==> config.mk <==
export PLATFORM = sky130hd
export DESIGN_NAME = udp_cmd_decode
export DESIGN_NICKNAME = d
export VERILOG_FILES = /design/src/rtl/udp_cmd_decode.sv
export SDC_FILE = /design/constraint.sdc
export NUM_CORES = 1
export LEC_CHECK = 0
export CAP_MARGIN = 20
export CELL_PAD_IN_SITES_DETAIL_PLACEMENT = 0
export CELL_PAD_IN_SITES_GLOBAL_PLACEMENT = 1
export CORE_UTILIZATION = 38
export CTS_CLUSTER_SIZE = 16
export DETAILED_ROUTE_END_ITERATION = 8
export PLACE_DENSITY_LB_ADDON = 0.3
export SYNTH_ARGS = -nofsm -noshare
export SYNTH_HDL_FRONTEND = slang
export SYNTH_SLANG_ARGS = --single-unit
==> constraint.sdc <==
create_clock -name clk50 -period 2.4 [get_ports clk50]
set_input_delay 0.48 -clock clk50 [delete_from_list [all_inputs] [get_ports clk50]]
set_output_delay 0.48 -clock clk50 [all_outputs]
set_load 0.02 [all_outputs]
==> src/rtl/udp_cmd_decode.sv <==
// udp_cmd_decode
// Decodes fixed 7-byte motor-control command packets from the UDP payload
// stream and commits validated values to the PID setpoint/gain/enable
// registers. Malformed packets are dropped and counted.
//
// Packet: MAGIC, CMD, V3, V2, V1, V0 (big-endian value), CSUM (XOR of bytes 0..5)
//
// Ports:
//   clk50             - system clock (50 MHz)
//   rst               - synchronous active-high reset
//   udp_dst_port      - destination port of current datagram
//   udp_payload       - payload byte
//   udp_payload_valid - byte strobe
//   udp_payload_last  - marks the final payload byte
//   setpoint          - signed motor setpoint (cmd 0x01)
//   kp, ki, kd        - unsigned gains (cmd 0x02..0x04)
//   pid_enable        - PID run enable (cmd 0x05)
//   cfg_update        - one-cycle pulse on commit
//   cmd_err           - one-cycle pulse on a counted error
//   err_code          - cause of last error (0 magic, 1 cmd, 2 length, 3 checksum)
//   err_cnt           - saturating error count
module udp_cmd_decode #(
    parameter logic [15:0] LISTEN_PORT = 16'd5005,
    parameter logic [7:0]  MAGIC       = 8'hA5
) (
    input  logic        clk50,
    input  logic        rst,
    input  logic [15:0] udp_dst_port,
    input  logic [7:0]  udp_payload,
    input  logic        udp_payload_valid,
    input  logic        udp_payload_last,
    output logic [31:0] setpoint,
    output logic [15:0] kp,
    output logic [15:0] ki,
    output logic [15:0] kd,
    output logic        pid_enable,
    output logic        cfg_update,
    output logic        cmd_err,
    output logic [1:0]  err_code,
    output logic [7:0]  err_cnt
);

    localparam int unsigned BYTE_W = 8;
    localparam int unsigned VAL_W  = 32;
    localparam int unsigned GAIN_W = 16;
    localparam int unsigned CNT_W  = 8;
    localparam int unsigned IDX_W  = 2;

    localparam logic [1:0] ERR_MAGIC = 2'd0;
    localparam logic [1:0] ERR_CMD   = 2'd1;
    localparam logic [1:0] ERR_LEN   = 2'd2;
    localparam logic [1:0] ERR_CSUM  = 2'd3;

    localparam logic [BYTE_W-1:0] CMD_SETPOINT = 8'h01;
    localparam logic [BYTE_W-1:0] CMD_KP       = 8'h02;
    localparam logic [BYTE_W-1:0] CMD_KI       = 8'h03;
    localparam logic [BYTE_W-1:0] CMD_KD       = 8'h04;
    localparam logic [BYTE_W-1:0] CMD_ENABLE   = 8'h05;

    localparam logic [IDX_W-1:0]  IDX_LAST     = 2'd3;
    localparam logic [CNT_W-1:0]  CNT_MAX      = 8'hFF;

    typedef enum logic [2:0] {
        S_IDLE,
        S_HDR,
        S_DATA,
        S_CSUM,
        S_DRAIN
    } state_t;

    state_t              state_q, state_d;
    logic [IDX_W-1:0]    idx_q, idx_d;
    logic [BYTE_W-1:0]   xor_q, xor_d;
    logic [BYTE_W-1:0]   cmd_q, cmd_d;
    logic [VAL_W-1:0]    val_q, val_d;

    logic                commit_c;
    logic                err_c;
    logic [1:0]          err_sel_c;
    logic                cmd_ok_c;
    logic                last_c;

    assign cmd_ok_c = (udp_payload >= CMD_SETPOINT) && (udp_payload <= CMD_ENABLE);
    assign last_c   = udp_payload_last;

    // Next-state, datapath and commit/error decode; only valid bytes advance anything
    always_comb begin
        state_d   = state_q;
        idx_d     = idx_q;
        xor_d     = xor_q;
        cmd_d     = cmd_q;
        val_d     = val_q;
        commit_c  = 1'b0;
        err_c     = 1'b0;
        err_sel_c = ERR_MAGIC;

        if (udp_payload_valid) begin
            case (state_q)
                S_IDLE: begin
                    // XOR restarts from byte 0 of every packet
                    xor_d = udp_payload;
                    idx_d = '0;
                    if (udp_dst_port != LISTEN_PORT) begin
                        // Not ours: swallow silently until the datagram ends
                        state_d = last_c ? S_IDLE : S_DRAIN;
                    end else if (udp_payload != MAGIC) begin
                        err_c     = 1'b1;
                        err_sel_c = ERR_MAGIC;
                        state_d   = last_c ? S_IDLE : S_DRAIN;
                    end else if (last_c) begin
                        err_c     = 1'b1;
                        err_sel_c = ERR_LEN;
                        state_d   = S_IDLE;
                    end else begin
                        state_d = S_HDR;
                    end
                end

                S_HDR: begin
                    if (!cmd_ok_c) begin
                        err_c     = 1'b1;
                        err_sel_c = ERR_CMD;
                        state_d   = last_c ? S_IDLE : S_DRAIN;
                    end else if (last_c) begin
                        err_c     = 1'b1;
                        err_sel_c = ERR_LEN;
                        state_d   = S_IDLE;
                    end else begin
                        cmd_d   = udp_payload;
                        xor_d   = xor_q ^ udp_payload;
                        idx_d   = '0;
                        state_d = S_DATA;
                    end
                end

                S_DATA: begin
                    val_d = {val_q[VAL_W-BYTE_W-1:0], udp_payload};
                    xor_d = xor_q ^ udp_payload;
                    if (last_c) begin
                        err_c     = 1'b1;
                        err_sel_c = ERR_LEN;
                        state_d   = S_IDLE;
                    end else if (idx_q == IDX_LAST) begin
                        state_d = S_CSUM;
                    end else begin
                        idx_d = idx_q + IDX_W'(1);
                    end
                end

                S_CSUM: begin
                    if (!last_c) begin
                        // Too long: length error wins over a matching checksum
                        err_c     = 1'b1;
                        err_sel_c = ERR_LEN;
                        state_d   = S_DRAIN;
                    end else if (udp_payload == xor_q) begin
                        commit_c = 1'b1;
                        state_d  = S_IDLE;
                    end else begin
                        err_c     = 1'b1;
                        err_sel_c = ERR_CSUM;
                        state_d   = S_IDLE;
                    end
                end

                S_DRAIN: begin
                    if (last_c) begin
                        state_d = S_IDLE;
                    end
                end

                default: begin
                    state_d = S_IDLE;
                end
            endcase
        end
    end

    // Decoder state register
    always_ff @(posedge clk50) begin
        if (rst) begin
            state_q <= S_IDLE;
            idx_q   <= '0;
            xor_q   <= '0;
            cmd_q   <= '0;
            val_q   <= '0;
        end else begin
            state_q <= state_d;
            idx_q   <= idx_d;
            xor_q   <= xor_d;
            cmd_q   <= cmd_d;
            val_q   <= val_d;
        end
    end

    // Configuration registers and error reporting
    always_ff @(posedge clk50) begin
        if (rst) begin
            setpoint   <= '0;
            kp         <= '0;
            ki         <= '0;
            kd         <= '0;
            pid_enable <= 1'b0;
            cfg_update <= 1'b0;
            cmd_err    <= 1'b0;
            err_code   <= '0;
            err_cnt    <= '0;
        end else begin
            cfg_update <= commit_c;
            cmd_err    <= err_c;

            if (err_c) begin
                err_code <= err_sel_c;
                if (err_cnt != CNT_MAX) begin
                    err_cnt <= err_cnt + CNT_W'(1);
                end
            end

            // val_q holds all four value bytes by the time the CSUM byte arrives
            if (commit_c) begin
                case (cmd_q)
                    CMD_SETPOINT: setpoint   <= val_q;
                    CMD_KP:       kp         <= val_q[GAIN_W-1:0];
                    CMD_KI:       ki         <= val_q[GAIN_W-1:0];
                    CMD_KD:       kd         <= val_q[GAIN_W-1:0];
                    CMD_ENABLE:   pid_enable <= val_q[0];
                    default:      ;
                endcase
            end
        end
    end

endmodule

==> flow_summary.html <==
<table>
<tr><th>Metric</th><th>Value</th></tr>
<tr><th colspan="2">GRT</th></tr>
<tr><td>Total congestion overflow after global routing</td><td>0</td></tr>
<tr><td>Maximum number of pins on one net before global-route repair</td><td>63</td></tr>
<tr><td>Global routing usage summed across all routing layers</td><td>around a fifth</td></tr>
<tr><td>Vias in the first global route</td><td>between 4000 and 5000</td></tr>
<tr><td>Global-route wire length before repair</td><td>approximately 25000 um</td></tr>
<tr><td>Antenna violations before repair</td><td>1</td></tr>
<tr><th colspan="2">Final layout</th></tr>
<tr><td>Layout overhead on the synthesized area</td><td>37.6%</td></tr>
<tr><td>Final Core Density</td><td>between 50% and 60%</td></tr>
<tr><td>Number of fill cells in the layout</td><td>1346</td></tr>
<tr><td>Count of nets after finishing</td><td>between 800 and 900</td></tr>
<tr><td>Share of layout cells above drive strength 1</td><td>approximately a tenth</td></tr>
<tr><th colspan="2">Floorplan</th></tr>
<tr><td>DIE WIDTH</td><td>roughly 130 um</td></tr>
<tr><td>Area of the placeable core</td><td>between 0.01 and 0.015 mm2</td></tr>
<tr><td>Floorplan die area</td><td>~0.016 mm2</td></tr>
<tr><td>Count of pins on the block boundary</td><td>between 100 and 150</td></tr>
<tr><td>Initial core utilization</td><td>39.4%</td></tr>
<tr><td>Die boundary height</td><td>roughly 130 um</td></tr>
<tr><td>Count of standard-cell rows</td><td>44</td></tr>
<tr><th colspan="2">Yosys</th></tr>
<tr><td>Largest cells by area after synthesis</td><td>sky130_fd_sc_hd__dfxtp_1 50%, sky130_fd_sc_hd__nand2_1 10%, sky130_fd_sc_hd__mux2i_1 9.0%, sky130_fd_sc_hd__a21oi_1 6.9%, sky130_fd_sc_hd__nor2_1 4.9%</td></tr>
<tr><td>Dominant synthesized flop cell</td><td>sky130_fd_sc_hd__dfxtp_1</td></tr>
<tr><td>Count of yosys warnings during synthesis</td><td>0</td></tr>
<tr><td>Net Count, Synth</td><td>about 710</td></tr>
<tr><td>Number of flops mapped to enable cells by yosys</td><td>0</td></tr>
<tr><td>Area share of the leading cell type in the synthesized netlist</td><td>about half</td></tr>
<tr><td>Library cell occupying the most area in the post-synthesis netlist</td><td>sky130_fd_sc_hd__dfxtp_1</td></tr>
<tr><td>Synth Register Bits</td><td>~150</td></tr>
<tr><td>Number of unique standard cell types used by synthesis</td><td>52</td></tr>
<tr><td>Post-synthesis average cell area</td><td>8.57 um2</td></tr>
<tr><td>Count of mapped cells out of synthesis</td><td>676</td></tr>
<tr><td>Post-Synthesis Cell Area</td><td>0.00579 mm2</td></tr>
<tr><td>Sequential area share after synthesis</td><td>between 50% and 60%</td></tr>
<tr><td>Share of flip-flops with an asynchronous set or reset after synthesis</td><td>0%</td></tr>
<tr><th colspan="2">Clocking</th></tr>
<tr><td>Number of buffers inserted during clock tree synthesis</td><td>17</td></tr>
<tr><td>Post-CTS setup-driven buffer insertion count</td><td>0</td></tr>
<tr><td>Root buffer cell</td><td>sky130_fd_sc_hd__clkbuf_16</td></tr>
<tr><td>Number of H-tree levels</td><td>4</td></tr>
<tr><td>Clock sink total</td><td>between 100 and 150</td></tr>
<tr><td>Max Buffers Root-to-Sink</td><td>2</td></tr>
<tr><td>Post-CTS Hold Buffers</td><td>0</td></tr>
<tr><td>Source-to-sink clock delay at the later pin of the worst-skew pair</td><td>approximately 0.42 ns</td></tr>
<tr><td>Clock-pin transition on the worst setup and hold timing paths</td><td>about 0.06 ns</td></tr>
<tr><td>TritonCTS clock tree</td><td>done</td></tr>
<tr><td>Post-cts resize count</td><td>0</td></tr>
<tr><th colspan="2">Route</th></tr>
<tr><td>Per-cell routed wire length</td><td>around 15 um</td></tr>
<tr><td>Vias per std cell</td><td>between 5 and 6</td></tr>
<tr><td>Wirelength, routed</td><td>roughly 15000 um</td></tr>
<tr><td>Total number of vias</td><td>between 5000 and 6000</td></tr>
<tr><td>Initial DRC Count</td><td>~290</td></tr>
<tr><td>Drt first pass iters</td><td>8</td></tr>
<tr><td>Final antenna-violating net count</td><td>0</td></tr>
<tr><td>Post-route DRC</td><td>6</td></tr>
<tr><th colspan="2">Timing</th></tr>
<tr><td>Worst-Margin Slew</td><td>about 0.55 ns</td></tr>
<tr><td>Hold slack final</td><td>about 0.45 ns</td></tr>
<tr><td>Top achievable clock speed</td><td>roughly 440 MHz</td></tr>
<tr><td>Minimum setup slack in the final design</td><td>between 0.1 and 0.15 ns</td></tr>
<tr><td>Shortest period the worst path allows</td><td>2.25 ns</td></tr>
<tr><td>Post-Route Setup TNS</td><td>0 ns</td></tr>
<tr><td>Clock tree skew after final layout</td><td>roughly 0.0074 ns</td></tr>
<tr><td>Final hold violation count</td><td>0</td></tr>
<tr><td>Unrepaired setup endpoints after global routing</td><td>no</td></tr>
<tr><td>Slew headroom</td><td>between 60% and 70%</td></tr>
<tr><td>Final Slew Violations</td><td>0</td></tr>
<tr><td>Number of failing setup endpoints in the final timing report</td><td>0</td></tr>
<tr><td>Ratio of final minimum period to clock period</td><td>roughly 94%</td></tr>
<tr><th colspan="2">Outcome</th></tr>
<tr><td>Failing checks</td><td>design-rule violations</td></tr>
<tr><td>Result of the run</td><td>finished, violations left</td></tr>
<tr><th colspan="2">Setup path</th></tr>
<tr><td>Maximum net fanout on the critical path</td><td>7</td></tr>
<tr><td>Sequence of cells on the critical path</td><td>clkdlybuf4s50_1 -&gt; and4b_1 -&gt; nand4_1 -&gt; or3b_4 -&gt; a32o_2 -&gt; or4_1 -&gt; o21ai_1</td></tr>
<tr><td>Classification of the worst setup path</td><td>in2reg</td></tr>
<tr><td>Critical Path Sink Type</td><td>register</td></tr>
<tr><td>Crit path max-delay cell type</td><td>sky130_fd_sc_hd__clkdlybuf4s50_1</td></tr>
<tr><td>Delay of the slowest cell on the worst path</td><td>roughly 0.52 ns</td></tr>
<tr><td>Arrival time of the worst setup path</td><td>2.59 ns</td></tr>
<tr><td>Worst Path Required</td><td>around 2.7 ns</td></tr>
<tr><td>Type of element launching the critical path</td><td>primary input</td></tr>
<tr><th colspan="2">Placed design</th></tr>
<tr><td>Port Buf Inserts</td><td>between 100 and 150</td></tr>
<tr><td>Placed wire-length estimate</td><td>just over 10000 um</td></tr>
<tr><td>Placer Congestion</td><td>approximately 0.88</td></tr>
<tr><td>Worst slack at placement</td><td>-0.372 ns</td></tr>
<tr><th colspan="2">Min path</th></tr>
<tr><td>Hold Crit Class</td><td>reg2reg</td></tr>
<tr><th colspan="2">Power and ir drop</th></tr>
<tr><td>Leakage power</td><td>about 3.1 nW</td></tr>
<tr><td>Maximum vdd ir drop</td><td>0.467 mV</td></tr>
<tr><td>Power per Cell Area</td><td>about 640 mW/mm2</td></tr>
<tr><th colspan="2">Run</th></tr>
<tr><td>Max-Cap Viols</td><td>0</td></tr>
</table>
cell usage after synthesis (all sizes together) (5+ instances only):
master,instances
a21oi,81
and2,7
and3,6
buf,13
clkbuf,31
dfxtp,146
mux2i,52
nand2,156
nand3,9
nand4,7
nor2,75
nor3,5
o211ai,10
o21ai,12
xnor2,9
kinds of logic after synthesis:
logic type               synth area share, %
AND/OR/NAND/NOR                         22.5
flip-flops                              50.5
AO/OA/AOI/OAI                           12.8
multiplexers                            8.98
buffers and inverters                   3.52
XOR/XNOR                                1.36
adder cells (fa/ha/maj)                0.432
critical path, delay by kind of cell:
kind / cells / cell delay, ns
AOI/OAI and AO/OA: 2 / 0.36
and+or+nand+nor: 4 / 1.24
buffers and inverters: 1 / 0.52
state kept, by name (all words and copies together) (netlist names):
register	flops
ki	16
cfg_update	1
kp	16
pid_enable	1
xor_q	8
state_q	3
kd	16
err_cnt	8
cmd_err	1
val_q	32
err_code	2
cmd_q	8
idx_q	2
setpoint	32
layer usage:
metal  wire (um)  vias to the layer above  track usage [%]
li1            -                     2564                -
met1        7080                     2391             25.3
met2        6940                      119             31.7
met3         751                       22             5.82
met4         274                        0             7.46
met5           0                        -                0
final cells by class:
class / instances / area (um2) / area share [%]
repair buffers: 159 / 1560 / 19.6
well taps: 184 / 230 / 2.89
inverters: 4 / 15.0 / 0.188
multi-input cells: 482 / 2690 / 33.7
clock buffers: 23 / 478 / 5.99
clock inverters: 7 / 76.3 / 0.957
flip-flops and latches: 146 / 2920 / 36.7
diodes: 1 / 2.50 / 0.0314
metrics by stage:
step                      total power, mW  cells  area [um2]
after floorplan                      2.60    676        5790
after global placement               2.70    975        7390
after detailed placement             2.70    975        7390
after CTS                            5.18   1005        7950
after global routing                 5.33   1006        7970
final                                5.14   1006        7970
where the power goes:
part / leakage [nW] / total, mW / internal [mW] / switching, mW
Sequential: 1.18 / 2.45 / 2.44 / 0.0134
Combinational: 1.70 / 0.202 / 0.0961 / 0.106
Clock: 0.266 / 2.49 / 1.50 / 0.985
worst paths after layout:
kind | startpoint | cells past startpoint | endpoint | slack [ns]
max | udp_payload[2] | 7 | err_cnt[0]$_SDFFE_PP0P_ | 0.15
min | err_code[0]$_SDFFE_PP0P_ | 2 | err_code[0]$_SDFFE_PP0P_ | 0.45
min reg2reg | err_code[0]$_SDFFE_PP0P_ | 2 | err_code[0]$_SDFFE_PP0P_ | 0.45
max reg2reg | state_q[1]$_SDFFE_PP0P_ | 6 | err_cnt[0]$_SDFFE_PP0P_ | 0.17
layout by cell type (no fill, tap or decap), types with 3 or more instances in the layout:
cell | netlist | routed
sky130_fd_sc_hd__a211oi_1 | 4 | 4
sky130_fd_sc_hd__a21oi_1 | 80 | 80
sky130_fd_sc_hd__and2_1 | 7 | 7
sky130_fd_sc_hd__and3_1 | 6 | 6
sky130_fd_sc_hd__buf_12 | 0 | 5
sky130_fd_sc_hd__buf_4 | 1 | 35
sky130_fd_sc_hd__clkbuf_1 | 31 | 3
sky130_fd_sc_hd__clkbuf_16 | 0 | 17
sky130_fd_sc_hd__clkbuf_8 | 0 | 3
sky130_fd_sc_hd__clkdlybuf4s50_1 | 0 | 116
sky130_fd_sc_hd__dfxtp_1 | 146 | 145
sky130_fd_sc_hd__dlymetal6s2s_1 | 0 | 3
sky130_fd_sc_hd__inv_1 | 4 | 4
sky130_fd_sc_hd__mux2i_1 | 52 | 52
sky130_fd_sc_hd__nand2_1 | 156 | 156
sky130_fd_sc_hd__nand3_1 | 9 | 9
sky130_fd_sc_hd__nand4_1 | 6 | 6
sky130_fd_sc_hd__nand4b_1 | 3 | 3
sky130_fd_sc_hd__nor2_1 | 75 | 75
sky130_fd_sc_hd__nor2b_1 | 4 | 4
sky130_fd_sc_hd__nor3_1 | 5 | 3
sky130_fd_sc_hd__o211ai_1 | 10 | 10
sky130_fd_sc_hd__o21ai_0 | 11 | 11
sky130_fd_sc_hd__o31ai_1 | 4 | 4
sky130_fd_sc_hd__or3_1 | 4 | 4
sky130_fd_sc_hd__xnor2_1 | 9 | 9
(Power assumes the default switching activity.)
